--- src/rtl/axi_bram_rd_arb.sv ---
// Round-robin AXI4 read-channel arbiter: one burst in flight at a time, R beats
// routed back to the owning master and terminated by a local beat counter.
module axi_bram_rd_arb #(
  parameter int N_MASTER   = 2,
  parameter int ID_WIDTH   = 4,
  parameter int ADDR_WIDTH = 26,
  parameter int DATA_WIDTH = 512
) (
  input  logic                           s_axi_aclk,
  input  logic                           s_axi_aresetn,
  input  logic [N_MASTER-1:0]            m_arvalid,
  output logic [N_MASTER-1:0]            m_arready,
  input  logic [N_MASTER*ADDR_WIDTH-1:0] m_araddr,
  input  logic [N_MASTER*ID_WIDTH-1:0]   m_arid,
  input  logic [N_MASTER*8-1:0]          m_arlen,
  input  logic [N_MASTER*3-1:0]          m_arsize,
  output logic [N_MASTER-1:0]            m_rvalid,
  input  logic [N_MASTER-1:0]            m_rready,
  output logic [DATA_WIDTH-1:0]          m_rdata,
  output logic [ID_WIDTH-1:0]            m_rid,
  output logic                           m_rlast,
  output logic                           s_arvalid,
  input  logic                           s_arready,
  output logic [ADDR_WIDTH-1:0]          s_araddr,
  output logic [ID_WIDTH-1:0]            s_arid,
  output logic [7:0]                     s_arlen,
  output logic [2:0]                     s_arsize,
  input  logic                           s_rvalid,
  output logic                           s_rready,
  input  logic [DATA_WIDTH-1:0]          s_rdata,
  input  logic                           s_rlast,
  output logic                           err_rlast
);

  localparam int GW = (N_MASTER > 1) ? $clog2(N_MASTER) : 1;

  typedef enum logic [1:0] {IDLE, ADDR, DATA} state_t;

  state_t              state_reg, state_next;
  logic [GW-1:0]       grant_reg, grant_next;
  logic [GW-1:0]       rr_ptr_reg, rr_ptr_next;
  logic [7:0]          beat_cnt_reg, beat_cnt_next;
  logic [ID_WIDTH-1:0] rid_reg, rid_next;
  logic                err_rlast_reg, err_rlast_next;

  logic [ADDR_WIDTH-1:0] araddr_arr [N_MASTER];
  logic [ID_WIDTH-1:0]   arid_arr   [N_MASTER];
  logic [7:0]            arlen_arr  [N_MASTER];
  logic [2:0]            arsize_arr [N_MASTER];

  generate
    for (genvar gi = 0; gi < N_MASTER; gi++) begin : g_unpack
      assign araddr_arr[gi] = m_araddr[gi*ADDR_WIDTH +: ADDR_WIDTH];
      assign arid_arr[gi]   = m_arid[gi*ID_WIDTH +: ID_WIDTH];
      assign arlen_arr[gi]  = m_arlen[gi*8 +: 8];
      assign arsize_arr[gi] = m_arsize[gi*3 +: 3];
    end
  endgenerate

  // Walk offsets from high to low so the smallest offset from rr_ptr wins.
  logic [GW-1:0] pick;
  int            idx;
  always_comb begin
    pick = rr_ptr_reg;
    idx  = 0;
    for (int i = N_MASTER - 1; i >= 0; i--) begin
      idx = int'(rr_ptr_reg) + i;
      if (idx >= N_MASTER) idx = idx - N_MASTER;
      if (m_arvalid[GW'(idx)]) pick = GW'(idx);
    end
  end

  assign s_araddr  = araddr_arr[grant_reg];
  assign s_arid    = arid_arr[grant_reg];
  assign s_arlen   = arlen_arr[grant_reg];
  assign s_arsize  = arsize_arr[grant_reg];
  assign m_rdata   = s_rdata;
  assign m_rid     = rid_reg;
  assign err_rlast = err_rlast_reg;

  logic ar_hs, r_hs, cnt_zero;

  always_comb begin
    state_next     = state_reg;
    grant_next     = grant_reg;
    rr_ptr_next    = rr_ptr_reg;
    beat_cnt_next  = beat_cnt_reg;
    rid_next       = rid_reg;
    err_rlast_next = err_rlast_reg;
    m_arready      = '0;
    m_rvalid       = '0;
    s_arvalid      = 1'b0;
    s_rready       = 1'b0;
    m_rlast        = 1'b0;
    cnt_zero       = (beat_cnt_reg == 8'd0);
    ar_hs          = 1'b0;
    r_hs           = 1'b0;
    case (state_reg)
      IDLE: begin
        if (|m_arvalid) begin
          grant_next = pick;
          state_next = ADDR;
        end
      end
      ADDR: begin
        s_arvalid            = m_arvalid[grant_reg];
        m_arready[grant_reg] = s_arready;
        ar_hs                = m_arvalid[grant_reg] && s_arready;
        if (ar_hs) begin
          rid_next      = arid_arr[grant_reg];
          beat_cnt_next = arlen_arr[grant_reg];
          state_next    = DATA;
        end
      end
      DATA: begin
        m_rvalid[grant_reg] = s_rvalid;
        s_rready            = m_rready[grant_reg];
        m_rlast             = cnt_zero;
        r_hs                = s_rvalid && m_rready[grant_reg];
        if (r_hs) begin
          // The memory's rlast is only audited; the counter ends the burst.
          if (s_rlast != cnt_zero) err_rlast_next = 1'b1;
          if (!cnt_zero) begin
            beat_cnt_next = beat_cnt_reg - 8'd1;
          end else begin
            state_next  = IDLE;
            rr_ptr_next = (grant_reg == GW'(N_MASTER - 1)) ? '0 : grant_reg + 1'b1;
          end
        end
      end
      default: state_next = IDLE;
    endcase
  end

  always_ff @(posedge s_axi_aclk) begin
    if (!s_axi_aresetn) begin
      state_reg     <= IDLE;
      grant_reg     <= '0;
      rr_ptr_reg    <= '0;
      beat_cnt_reg  <= '0;
      rid_reg       <= '0;
      err_rlast_reg <= 1'b0;
    end else begin
      state_reg     <= state_next;
      grant_reg     <= grant_next;
      rr_ptr_reg    <= rr_ptr_next;
      beat_cnt_reg  <= beat_cnt_next;
      rid_reg       <= rid_next;
      err_rlast_reg <= err_rlast_next;
    end
  end

endmodule

--- config.mk ---
export PLATFORM = sky130hd
export DESIGN_NAME = axi_bram_rd_arb
export DESIGN_NICKNAME = d
export VERILOG_FILES = /design/src/rtl/axi_bram_rd_arb.sv
export SDC_FILE = /design/constraint.sdc
export NUM_CORES = 1
export LEC_CHECK = 0
export BUFFER_PORTS_ARGS = -buffer_cell sky130_fd_sc_hd__clkbuf_2
export CAP_MARGIN = 15
export CORE_AREA = 2 2 455 457
export DETAILED_ROUTE_END_ITERATION = 12
export DIE_AREA = 0 0 457 459
export GPL_TIMING_DRIVEN = 0
export PLACE_DENSITY = 0.3
export SYNTH_ARGS = -nofsm -noshare
export SYNTH_HDL_FRONTEND = slang
export SYNTH_SLANG_ARGS = --single-unit
--- constraint.sdc ---
create_clock -name s_axi_aclk -period 2.45 [get_ports s_axi_aclk]
set_input_delay 0.1225 -clock s_axi_aclk [delete_from_list [all_inputs] [get_ports s_axi_aclk]]
set_output_delay 0.1225 -clock s_axi_aclk [all_outputs]
set_load 0.05 [all_outputs]
==> results.cfg <==
[timing]
setup_violations = 0
maxSlewHeadroom_pct = 57.20
rsz0062_at_grt = no
period_needed_ns = 2.363
fin_skew_ns = 0.03231
holdWs_ns = 0.07857
hold_violations = 0
maxSlewViolCount = 0
finalSetupTns_ns = 0
worst_slew_pin_slew_ns = 0.6241
period_share_pct = 96.45
max_freq_mhz = 423.2

[logic_synthesis]
synth_area_leaders = buf_4 71%, mux2_2 8.8%, dfxtp_1 6.3%
syn_avg_cell_area_um2 = 7.848
yosysWarnings = 0
post-synth-top-count-cell = buf_4
syn_area_um2 = 5384
synth_cell_types = 43
synth_common_cells = 512 x buf_4, 42 x mux2_2, 17 x dfxtp_1, 17 x nor2_1, 11 x a21oi_1
syn_nets = 1291
syn_inst = 686
yosysSeqAreaShare_pct = 6.321
synth-seq-cells = 17
yosys.area.top_type = buf_4
synth-main-ff-cell = dfxtp_1
async_flop_share_pct = 0
synth_top_area_share_pct = 71.39
synth_edf_count = 0

[detailed_routing]
num_vias = 7831
ant_nets = 0
vias_per_cell = 1.909
drt-initial-drc-count = 351
wl_per_cell_um = 29.64
drc_errors = 0
wl_mm = 121.6
drt_pass1_iterations = 4

[placement]
dpl.hpwl_mm = 118.3
dp_cells = 4046
portBuffers = 654
gp_congestion = 0.9130

[floorplanning]
fp-row-count = 167
dieHeight_um = 459
initial_core_util_pct = 2.619
dieArea_um2 = 209800
die_w_um = 457
core_um2 = 205600
ios = 1168

[layout]
final_cells = 4103
drive_gt1_share_pct = 91.78
largest_register_ffs = 8
final_nets = 1957
regArea_um2 = 341.6
multi_input_area_um2 = 1114
fillerInstances = 24450
final_util_pct = 6.030
synthToLayoutAreaGrowth_pct = 130.3

[clock_tree]
cts_tree = yes
h-tree-depth = 1
clockRootBuffer = clkbuf_16
cts.sinks = 17
clk_path_buf_depth = 2
clock_latency_ns = 0.33
clk_pin_slew_ns = 0.11
cts_made_buffers = 3

[global_routing]
grt_antenna_before_repair = 216
grt_pass1_vias = 7165
grt_usage_pct = 11.01
overflow = 0
grt_max_degree = 12
grt_pass1_wl_mm = 134.4

[setup_path]
path_class = reg -> out
cpLargestDelayFamily = buffers and inverters
cpMaxStageDelayCell = dfxtp_2
rr_startpoint = grant_reg
startpoint = grant_reg
crit_required_ns = 2.33
critPathCaptureType = output port
cp_common_cell = buf_6
critical_path_arrival_ns = 2.24
reg2regPathDepth = 4
path_cells = buf_8 -> buf_6 -> buf_6 -> mux2_2 -> clkbuf_2
worst-path-stages = 5
cpPeakStageDelay_ns = 0.43
cp-start-kind = flop
worstPathMaxFanout = 10
path_buf_inv = 4

[pwr]
power_mw = 4.286
irDropWorstVdd_v = 0.0002848
powerDensity_nw_per_um2 = 345.7
leakagePower_nw = 5.837

[worst_hold_path]
hold_class = in -> reg
whs_path_depth = 2
hold_start = s_axi_aresetn

[run]
drv_cap = 0

[outcome]
status = finished clean
## final timing paths
path	endpoint	slack (ns)
setup / recovery	s_araddr[21]	0.09
hold reg to reg	err_rlast	0.47
hold / removal	err_rlast	0.08
setup reg to reg	beat_cnt_reg[0]	0.54
## kinds of logic (layout without fill, tap and decap cells)
kind of cell	Yosys count	count (layout)	synth area share, %
multiplexers	49	49	10.09
other	0	48	0
AO/OA/AOI/OAI	36	36	4.718
buffers and inverters	529	1194	73.16
AND/OR/NAND/NOR	53	53	5.252
adder cells (fa/ha/maj)	2	2	0.4647
flip-flops	17	17	6.321
## metrics by stage
stage	worst slack (ns)	area, um2
after floorplan	0.5669	5384
after global placement	-0.9692	12040
after detailed placement	-0.6211	12070
after CTS	0.005072	12280
after global routing	0.02867	12300
final	0.08686	12400
## metal layers
metal  track usage, %  part of all wire, %  vias up
met5                0                 0.80        -
met4            1.503                  1.7      148
met3            11.17                   21      257
met2            17.92                   45      965
met1            9.766                   31     3375
li1                 -                    -     3086
## placed cells by master (no fill, tap or decap), types with 5 or more instances in the layout
| master | count |
|---|---|
| o21ai_0 | 5 |
| inv_1 | 5 |
| dfxtp_1 | 16 |
| buf_6 | 5 |
| mux2i_1 | 7 |
| a21oi_1 | 11 |
| clkbuf_2 | 640 |
| nor2_1 | 16 |
| mux2_2 | 42 |
| buf_4 | 518 |
| nand2_1 | 9 |
| diode_2 | 48 |
| clkbuf_4 | 15 |
## worst reg2reg max path, stage by stage (launching register included)
cell and delay [ns]:
dfxtp_2 0.43, mux2i_1 0.58, o22a_2 0.37, nor2_2 0.12, a221oi_1 0.28
## power breakdown
part | total (mW) | switching (mW) | internal (mW)
sequential | 0.299 | 0.0127 | 0.286
clock | 0.486 | 0.259 | 0.226
combinational | 3.50 | 2.55 | 0.951
## what timing repair did
item	CTS	global route
endpoints found under the setup margin	48	0
hold buffers	0	0
resized for setup	26	0
setup buffers	5	0
## area by class of cell
type                       count  area share [%]
buffer                       524           31.84
timing repair buffer         661           27.35
tap                         2704           27.29
multi-input combinational    140           8.982
sequential                    17           2.755
antenna                       48          0.9688
clock buffer                   3          0.6055
inverter                       5          0.1514
clock inverter                 1         0.06055
No activity file was read; power rests on OpenSTA's default activity.
